`config.mk`:
```
export PLATFORM = sky130hd
export DESIGN_NAME = mem_port_arbiter
export DESIGN_NICKNAME = d
export VERILOG_FILES = /design/src/rtl/mem_arb_pkg.sv /design/src/rtl/arb_pick2.sv /design/src/rtl/mem_port_arbiter.sv
export SDC_FILE = /design/constraint.sdc
export NUM_CORES = 1
export LEC_CHECK = 0
export ABC_CLOCK_PERIOD_IN_PS = 4450
export CAP_MARGIN = 20
export CORE_MARGIN = 4
export CORE_UTILIZATION = 44
export CTS_CLUSTER_DIAMETER = 100
export DETAILED_ROUTE_END_ITERATION = 8
export GPL_TIMING_DRIVEN = 0
export PLACE_DENSITY = 0.89
export SLEW_MARGIN = 20
export SYNTH_ARGS = -nofsm -noshare
export SYNTH_HDL_FRONTEND = slang
export SYNTH_SLANG_ARGS = --single-unit
```
`constraint.sdc`:
```
create_clock -name clk -period 4.45 [get_ports clk]
set_clock_uncertainty 0.2 [all_clocks]
set_input_delay 0.6675 -clock clk [delete_from_list [all_inputs] [get_ports clk]]
set_output_delay 0.6675 -clock clk [all_outputs]
set_load 0.02 [all_outputs]
```
`src/rtl/mem_arb_pkg.sv`:
```
// Shared types and constants for the unified-memory port arbiter.
package mem_arb_pkg;
  typedef enum logic [1:0] {
    IDLE   = 2'd0,
    ACCESS = 2'd1,
    WAIT   = 2'd2
  } state_e;

  localparam logic OWNER_I = 1'b0;
  localparam logic OWNER_D = 1'b1;
  localparam int   CNT_W   = 4;
endpackage

```
`src/rtl/arb_pick2.sv`:
```
// Combinational two-way picker: round-robin on ties, or fixed D priority
// when prio_mode_i is set. req_i[0] is the I requester, req_i[1] is D.
module arb_pick2
  import mem_arb_pkg::*;
(
  input  logic [1:0] req_i,
  input  logic       last_owner_i,
  input  logic       prio_mode_i,
  output logic [1:0] gnt_o,
  output logic       winner_o
);
  always_comb begin
    winner_o = OWNER_I;
    if (req_i == 2'b11)
      winner_o = prio_mode_i ? OWNER_D : ~last_owner_i;
    else if (req_i[1])
      winner_o = OWNER_D;
    gnt_o = 2'b00;
    if (|req_i) gnt_o = (winner_o == OWNER_D) ? 2'b10 : 2'b01;
  end
endmodule

```
`src/rtl/mem_port_arbiter.sv`:
```
// Shares one single-ported memory between instruction fetch (I) and load/store (D).
// Build option: define MEM_ARB_DATA_PRIORITY_EN to make D win every tie.
module mem_port_arbiter
  import mem_arb_pkg::*;
#(
  parameter int AW  = 32,
  parameter int DW  = 32,
  parameter int LAT = 2
) (
  input  logic          clk,
  input  logic          reset,
  input  logic          i_req,
  input  logic [AW-1:0] i_addr,
  output logic          i_gnt,
  output logic          i_rvalid,
  output logic [DW-1:0] i_rdata,
  input  logic          d_req,
  input  logic          d_we,
  input  logic [AW-1:0] d_addr,
  input  logic [DW-1:0] d_wdata,
  output logic          d_gnt,
  output logic          d_rvalid,
  output logic [DW-1:0] d_rdata,
  output logic          mem_en,
  output logic          mem_we,
  output logic [AW-1:0] mem_addr,
  output logic [DW-1:0] mem_wdata,
  output logic          mem_sel,
  input  logic [DW-1:0] mem_rdata,
  output logic          busy
);
  state_e           state_q, state_d;
  logic             owner_q, owner_d;
  logic             last_owner_q, last_owner_d;
  logic             we_q, we_d;
  logic [AW-1:0]    addr_q, addr_d;
  logic [DW-1:0]    wdata_q, wdata_d;
  logic [CNT_W-1:0] cnt_q, cnt_d;
  logic [DW-1:0]    i_rdata_q, d_rdata_q;
  logic             i_rvalid_q, d_rvalid_q;
  logic [1:0]       pick_gnt;
  logic             pick_win;
  logic             prio_mode;
  logic             take;
  logic             rd_done;

`ifdef MEM_ARB_DATA_PRIORITY_EN
  assign prio_mode = 1'b1;
`else
  assign prio_mode = 1'b0;
`endif

  arb_pick2 u_pick (
    .req_i       ({d_req, i_req}),
    .last_owner_i(last_owner_q),
    .prio_mode_i (prio_mode),
    .gnt_o       (pick_gnt),
    .winner_o    (pick_win)
  );

  // Grants are Mealy and forced low while reset is asserted.
  assign take    = (state_q == IDLE) && reset && (|pick_gnt);
  assign i_gnt   = take & pick_gnt[0];
  assign d_gnt   = take & pick_gnt[1];
  assign rd_done = (state_q == WAIT) && (cnt_q == '0);

  always_comb begin
    state_d      = state_q;
    owner_d      = owner_q;
    last_owner_d = last_owner_q;
    we_d         = we_q;
    addr_d       = addr_q;
    wdata_d      = wdata_q;
    cnt_d        = cnt_q;
    case (state_q)
      IDLE: if (take) begin
        owner_d      = pick_win;
        last_owner_d = pick_win;
        we_d         = (pick_win == OWNER_D) && d_we;
        addr_d       = (pick_win == OWNER_D) ? d_addr : i_addr;
        wdata_d      = (pick_win == OWNER_D) ? d_wdata : wdata_q;
        state_d      = ACCESS;
      end
      ACCESS: if (we_q) begin
        state_d = IDLE;
      end else begin
        cnt_d   = CNT_W'(LAT - 1);
        state_d = WAIT;
      end
      WAIT: if (cnt_q == '0) state_d = IDLE;
            else             cnt_d   = cnt_q - CNT_W'(1);
      default: state_d = IDLE;
    endcase
  end

  always_ff @(posedge clk or negedge reset) begin
    if (!reset) begin
      state_q      <= IDLE;
      owner_q      <= OWNER_I;
      last_owner_q <= OWNER_D;
      we_q         <= 1'b0;
      addr_q       <= '0;
      wdata_q      <= '0;
      cnt_q        <= '0;
      i_rdata_q    <= '0;
      d_rdata_q    <= '0;
      i_rvalid_q   <= 1'b0;
      d_rvalid_q   <= 1'b0;
    end else begin
      state_q      <= state_d;
      owner_q      <= owner_d;
      last_owner_q <= last_owner_d;
      we_q         <= we_d;
      addr_q       <= addr_d;
      wdata_q      <= wdata_d;
      cnt_q        <= cnt_d;
      i_rvalid_q   <= rd_done && (owner_q == OWNER_I);
      d_rvalid_q   <= rd_done && (owner_q == OWNER_D);
      if (rd_done && owner_q == OWNER_I) i_rdata_q <= mem_rdata;
      if (rd_done && owner_q == OWNER_D) d_rdata_q <= mem_rdata;
    end
  end

  assign mem_en    = (state_q == ACCESS);
  assign mem_we    = mem_en & we_q;
  assign mem_addr  = addr_q;
  assign mem_wdata = wdata_q;
  assign mem_sel   = owner_q;
  assign busy      = (state_q != IDLE);
  assign i_rvalid  = i_rvalid_q;
  assign d_rvalid  = d_rvalid_q;
  assign i_rdata   = i_rdata_q;
  assign d_rdata   = d_rdata_q;
endmodule

```
# Word level (Yosys, flattened, before mapping)
# Cells that the tools add are included.
[totals]
regBits = 139
inputBits = 133
[classes]
n_eq_ne = 7
addsub = 1
mux = 12
n_reduce_logical = 16
bitwise = 5
[op_table]
columns = ["operator", "n"]
rows = [
  ["32-bit two-way mux", 1],
  ["2-bit two-way mux", 5],
  ["4-bit two-way mux", 2],
  ["4-bit case mux with 2 select lines", 1],
  ["1-bit logical AND", 6],
  ["2-bit inequality test, second input constant", 3],
  ["2-bit case mux with 3 select lines", 1],
  ["3-bit AND reduction", 2],
  ["2-bit == test, second input constant", 2],
  ["4-bit logical NOT", 1],
  ["2-bit AND reduction", 2],
  ["2-bit nonzero test", 2],
  ["2-bit OR reduction", 2],
  ["4-bit by 1-bit subtractor with 4-bit output, second input constant", 1],
  ["1-bit bitwise AND", 3],
  ["2-bit by 1-bit == test with 1-bit output, second input constant", 1],
  ["2-bit logical NOT", 1],
  ["1-bit two-way mux", 2],
  ["2-bit by 1-bit inequality test with 1-bit output, second input constant", 1],
  ["1-bit NOT", 2],
]

# Depth between registers and ports, before layout
# Gate-level depths: netlist of the first run.
[depth]
depth_word = 8
depth_mapped = 7

# By module
# From an unflattened synthesis of the first run, not the netlist that was laid out.
[unflattened]
hier_cells = 409
hier_area_um2 = 5814.3
[modules_own_cells]
columns = ["module", "seq_area_each_um2", "cells_per_inst", "instances", "area_per_inst_um2"]
rows = [
  ["mem_port_arbiter", 3479.6, 404, 1, 5779.3],
  ["arb_pick2", 0.0, 5, 1, 35.0],
]

# Worst setup path after synthesis of the first run
# Ideal clock, no wire load.
[synth_path]
path_type = "input port to output port"
from = "input i_req"
to = "output d_gnt"
required_time_ns = 3.582
arrival_time_ns = 1.365
path_slack_ns = 2.218
stages = 5
cell_sequence = "nand2_1 > nand4_1 > inv_1 > buf_2 > buf_2"
[synth_via]
elab_chain_cells = 7
[synth_lines]
columns = ["element", "line_no", "source"]
rows = [
  ["start: declaration", "mem_port_arbiter.sv:12", "input logic i_req,"],
  ["2-bit == test", "arb_pick2.sv:14", "if (req_i == 2'b11)"],
  ["1-bit two-way mux", "arb_pick2.sv:14", ""],
  ["2-bit two-way mux", "arb_pick2.sv:19", "if (|req_i) gnt_o = (winner_o == OWNER_D) ? 2'b10 : 2'b01;"],
  ["2-bit two-way mux *", "arb_pick2.sv:19", ""],
  ["2-bit OR reduction", "mem_port_arbiter.sv:62", "assign take = (state_q == IDLE) && reset && (|pick_gnt);"],
  ["1-bit logical AND", "mem_port_arbiter.sv:62", ""],
  ["1-bit bitwise AND *", "mem_port_arbiter.sv:64", "assign d_gnt = take & pick_gnt[1];"],
  ["end: declaration", "mem_port_arbiter.sv:21", "output logic d_gnt,"],
]
# Every way passes the cells marked *; elsewhere a longest branch is shown, timed or not.

# Worst setup path after layout of the first run
[layout_path]
from = "input reset"
to = "output d_gnt"
[layout_via]
elab_chain_cells = 3
[layout_lines]
columns = ["element", "line_no", "source"]
rows = [
  ["start: declaration", "mem_port_arbiter.sv:11", "input logic reset,"],
  ["1-bit logical AND (2 in a row)", "mem_port_arbiter.sv:62", ""],
  ["1-bit bitwise AND", "mem_port_arbiter.sv:64", ""],
]
# Every way passes these cells.

==> metrics, run 1 <==
Clock Latency Late Sink=410 ps; synthesized flop and latch total=139; Vias/cell=5.12; H-tree Lvls=4; largest net degree at the start of global routing=98; Syn Inst Count=370; Routed Antenna Nets=0; Critical Path Fanout Max=97; post-synth net total=508; status=finished, final reports clean; initial drt markers=211; Filler cells=819; Core ar.=0.0126 mm^2; Multi-input gate area=0.00202 mm^2; die width=122 um; Die H=122 um; GRT Util Overall=23.4%; grt total ovfl=0; Cells after DPL=811; IO Port Bufs=268; DIE AREA=0.0148 mm^2; period utilization=81.7%; VDD IR max=0.000366 V; Register-to-Register Path Depth=6; r2r endpoint=mem_addr[21]; critical path endpoint=d_gnt; RSZ-0062 raised after global routing=false; power per cell area=748 mW/mm^2; vias in the first global route=4853; Initial Util=45.1%; most used flip-flop cell after synthesis=dfrtp_1; Clock transition at path regs=60 ps; worst min path class=input port to asynchronous set/reset pin; clock sinks=139; max-cap viol count=0; Synth Warn #=0; CP required=3580 ps; # IOs=269; Vias=4323; Worst EP arrival=2770 ps; Final min period=3630 ps; setup bufs post-CTS=0; reg-to-reg slack, setup=1960 ps; async set or reset register ratio after synthesis=100%; CTS tree=yes; Post-CTS Hold Fix Bufs=1; measured slew at the worst slew-check pin=728 ps; share of layout cells above drive strength 1=22.5%; CTS buffer count=17; drt drc=0; Nets=797; Total Power=6.90 mW; routed len/inst=20.2 um; Rows=41; initial antenna violation count=0; Fin. Hold Viols=0; static leakage=4.00 nW; drt total wl=17100 um; Startpoint Class=input port; Synth-to-Final Area Change=62.2%; FF/Latch Area=0.00348 mm^2; count of different cell masters after synthesis=35; Post-synth EDFFs=0; register area share after synthesis=61.2%; Final Util=73.1%; Mapped Avg Cell Area=15.4 um^2; max_slew headroom=51.4%; Max Fclk=275 MHz; Antenna Cells=0; crit path from=reset; final cell count without fillers=844; drt first pass iters=4; DP HPWL=12700 um; Reg-to-Reg Start=state_q[0]; clk root buf=clkbuf_16; Final Setup Violations=0; routability cong.=0.854; first-pass GRT wire length=26400 um; Syn Std Cell Area=0.00569 mm^2; CTS Buffer Depth=2; Setup crit end kind=primary output; Crit Path Class=input port to primary output; post-cts sizing count=0; Slew Viols, Final=0
==> state kept, by name (all words and copies together) (netlist names) <==
register	cells
d_rdata	32
i_rdata	32
mem_addr	32
mem_wdata	32
cnt_q	4
state_q	2
d_rvalid	1
i_rvalid	1
last_owner_q	1
mem_sel	1
we_q	1
==> cell usage in the layout (no fill, tap or decap), drive strengths merged, types with 2 or more instances in the layout <==
master and instances:
mux2 97, clkinv 3, dfrtp 138, buf 18, nand3 3, inv 11, ha 5, a221o 32
clkbuf 29, nand2 8, clkdlybuf4s50 267, a22o 2, clkinvlp 4, o211ai 2, a21oi 2, and2 33
==> how the worst min path moves through the flow <==
stage	endpoint	slack, ps	depth (start not counted)
CTS	d_rdata[7]	10	2
floorplan	cnt_q[0]	170	0
global placement	last_owner_q	260	2
global route	i_rdata[11]	20	2
detailed placement	last_owner_q	270	2
finish	i_rdata[11]	20	2
==> layout make-up <==
type / instances / share of cell area (%)
sequential: 139 / 37.7
clock inverter: 8 / 0.624
clock buffer: 24 / 5.66
buffer: 20 / 1.56
timing repair buffer: 270 / 29.7
tap: 172 / 2.33
multi-input combinational: 201 / 22.0
inverter: 10 / 0.407
==> report_power, final <==
group          total, mW  internal (mW)  switching [mW]
Clock               1.34          0.817           0.524
Sequential          2.25           1.88           0.367
Combinational       3.31           1.78            1.53
Total               6.90           4.48            2.42
==> layer usage <==
layer  up-vias  part of all wire, %  global-route usage (%)
met3        28                  9.2                    8.82
met5         -                    0                       0
met1      2161                   37                    26.0
met2       221                   51                    40.7
li1       1913                    -                       -
met4         0                  2.8                    9.24
==> synthesized netlist by cell type (2+ instances only) <==
| master | count | area share (%) |
|---|---|---|
| clkbuf_1 | 5 | 0.33 |
| nand2_1 | 8 | 0.53 |
| a21oi_1 | 2 | 0.18 |
| inv_1 | 10 | 0.66 |
| o211ai_1 | 2 | 0.26 |
| a22o_1 | 2 | 0.31 |
| mux2_2 | 68 | 13 |
| nand3_1 | 3 | 0.26 |
| and2_1 | 33 | 3.6 |
| mux2_4 | 29 | 7.7 |
| buf_2 | 10 | 0.88 |
| dfrtp_1 | 138 | 61 |
| ha_1 | 5 | 1.1 |
| a221o_1 | 32 | 5.6 |
| buf_12 | 3 | 1.1 |
==> through the flow <==
step                worst slack, ps  TNS, ps  cell area, um^2  hold WS [ps]
floorplan                      2220        0             5690           172
global placement              -4260  -634810             8580           258
detailed placement              509        0             8620           267
CTS                             792        0             9220          15.0
global route                    624        0             9220          21.5
finish                          816        0             9220          24.2
==> critical path: stages <==
cell             delay (ps)
buf_8                   100
buf_16                  360
nand4_1                 220
inv_1                   160
buf_2                   260
buf_2                   270
clkdlybuf4s50_1         640
==> cell families (layout without fill, tap and decap cells) <==
logic type / after synthesis / after routing / synth area share (%)
DFF: 139 / 139 / 61.2
muxes: 98 / 98 / 21.3
and+or+nand+nor: 54 / 54 / 6.03
AOI/OAI and AO/OA: 44 / 44 / 7.17
buffers and inverters: 30 / 332 / 3.19
adders and majority gates: 5 / 5 / 1.10
Power figures use the tool's default switching activity.
==> inputs of run 2 (changes only) <==
- ABC_CLOCK_PERIOD_IN_PS: 4450 -> 3500
- CORE_UTILIZATION: 44 -> 41
- PLACE_DENSITY: 0.89 -> 0.84
- clock period: 4.45 -> 3.5 ns (I/O delays scaled with it)
==> metrics, run 2 (same netlist as run 1, synthesis figures left out) <==
status=finished, final reports clean; Initial Util=42.4% (-2.6 points); Core ar.=0.0134 mm^2 (+6.2%); Final Util=69.6% (-3.5 points); CTS Buffer Depth=2 (unchanged); Fin. Hold Viols=0 (unchanged); most frequent cells in the layout=266 x clkdlybuf4s50_1, 138 x dfrtp_1, 68 x mux2_2; power per cell area=970 mW/mm^2 (+30%); Critical Path Fanout Max=10 (-90%); Final Setup Violations=0 (unchanged); routability cong.=0.842 (-1.3%); placed cell area=0.00862 mm^2 (about the same); Vias/cell=5.12 (about the same); initial drt markers=195 (-7.6%); worst min path class=flop to flop; GRT Util Overall=22.1% (-1.3 points); CTS buffer count=17 (unchanged); Final min period=3380 ps; grt total ovfl=0 (unchanged); CP required=2770 ps (-810 ps); DIE AREA=0.0158 mm^2 (+6.8%); Design Area, Final=0.00932 mm^2 (+1.1%); # IOs=269 (unchanged); Nets=798 (+0.13%); drt first pass iters=4 (unchanged); drt drc=0 (unchanged); DP HPWL=12600 um (-0.67%); VDD IR max=0.000461 V (+26%); drt total wl=17400 um (+1.9%); H-tree Lvls=4 (unchanged); IO Port Bufs=268 (unchanged); Synth-to-Final Area Change=64.0%; Antenna Cells=0 (unchanged); clk root buf=clkbuf_16; Rows=42 (+2.4%); clock sinks=139 (unchanged); reg-to-reg slack, setup=1170 ps (-790 ps); Clock Latency Late Sink=410 ps (about the same); CTS tree=yes; die width=126 um (+3.4%); static leakage=4.05 nW (+1.4%); first-pass GRT wire length=27400 um (+3.8%); largest net degree at the start of global routing=86 (-12%); max_slew headroom=62.4% (+11 points); Clock transition at path regs=60 ps (about the same); Setup crit end kind=primary output; Worst EP arrival=2660 ps (-110 ps); Routed Antenna Nets=0 (unchanged); initial antenna violation count=0 (unchanged); Total Power=9.05 mW (+31%); Slew Viols, Final=0 (unchanged); Die H=126 um (+3.4%); routed len/inst=20.5 um (+1.4%); RSZ-0062 raised after global routing=false; Crit Path Class=input port to primary output; share of layout cells above drive strength 1=22.3% (-0.15 points); measured slew at the worst slew-check pin=562 ps (-166 ps); Vias=4343 (+0.46%); period utilization=96.6%; Max Fclk=296 MHz; vias in the first global route=4879 (+0.54%); max-cap viol count=0 (unchanged); commonest non-fill, non-tap cell in the layout=clkdlybuf4s50_1; Startpoint Class=input port
[run 2: changes by cell type in the layout (fill, tap and decap cells not counted)]
cell             change
dlymetal6s2s_1       +1
clkinvlp_4           -2
buf_4                +2
clkbuf_1             +1
clkbuf_8             -5
clkbuf_4             +1
buf_2                -3
dlygate4sd3_1        +1
a21oi_2              +1
clkdlybuf4s50_1      -1
a21oi_1              -1
bufinv_16            +5
inv_6                -1
clkinv_4             +1
[run 2: path summary, 6_finish.rpt]
path | startpoint | cells past startpoint | to
hold reg to reg | last_owner_q | 2 | last_owner_q
hold / removal | last_owner_q | 2 | last_owner_q
setup / recovery | reset | 6 | i_gnt
max in group asynchronous | reset | 3 | mem_wdata[29]
setup reg to reg | state_q[1] | 7 | mem_wdata[9]
min in group asynchronous | reset | 2 | last_owner_q
[run 2: layout make-up]
| type | count | area (um^2) |
|---|---|---|
| Multi-Input combinational cell | 201 | 2030 |
| Inverter | 10 | 37.5 |
| Buffer | 20 | 151 |
| Tap cell | 176 | 220 |
| Clock inverter | 11 | 193 |
| Fill cell | 888 | 4080 |
| Timing Repair Buffer | 271 | 2760 |
| Sequential cell | 139 | 3480 |
| Clock buffer | 20 | 457 |
[run 2: routing by layer]
metal | wire (um) | part of all wire [%] | vias to the layer above | GRT usage (%)
met4 | 403 | 2.3 | 0 | 8.26
li1 | - | - | 1928 | -
met3 | 1420 | 8.2 | 30 | 6.31
met2 | 8740 | 50 | 240 | 38.0
met5 | 0 | 0 | - | 0
met1 | 6830 | 39 | 2145 | 26.7
[run 2: timing repair]
item                       CTS  global route
setup endpoints to repair    2             2
cloned                       0             0
hold endpoints to repair    53             0
resized for setup            3             2
buffers inserted             0             0
hold buffers                 2             0
[run 2: critical path, stage by stage]
cell	delay (ps)
dlygate4sd3_1	570
buf_8	160
nand3_1	120
a21oi_2	310
clkbuf_4	320
clkdlybuf4s50_1	640
[run 2: power breakdown]
| part | internal (mW) | switching [mW] | leakage, nW |
|---|---|---|---|
| combinational | 2.27 | 1.94 | 2.07 |
| sequential | 2.39 | 0.479 | 1.67 |
| clock | 1.30 | 0.670 | 0.312 |
[run 2: metrics by stage]
step / worst slack, ps / hold WS, ps / std cells / TNS (ps)
floorplan: 1450 / 29.4 / 370 / 0
global placement: -5210 / 256 / 814 / -813780
detailed placement: 77.3 / 269 / 815 / 0
CTS: 64.5 / 278 / 848 / 0
global route: 24.9 / 314 / 848 / 0
finish: 117 / 277 / 848 / 0
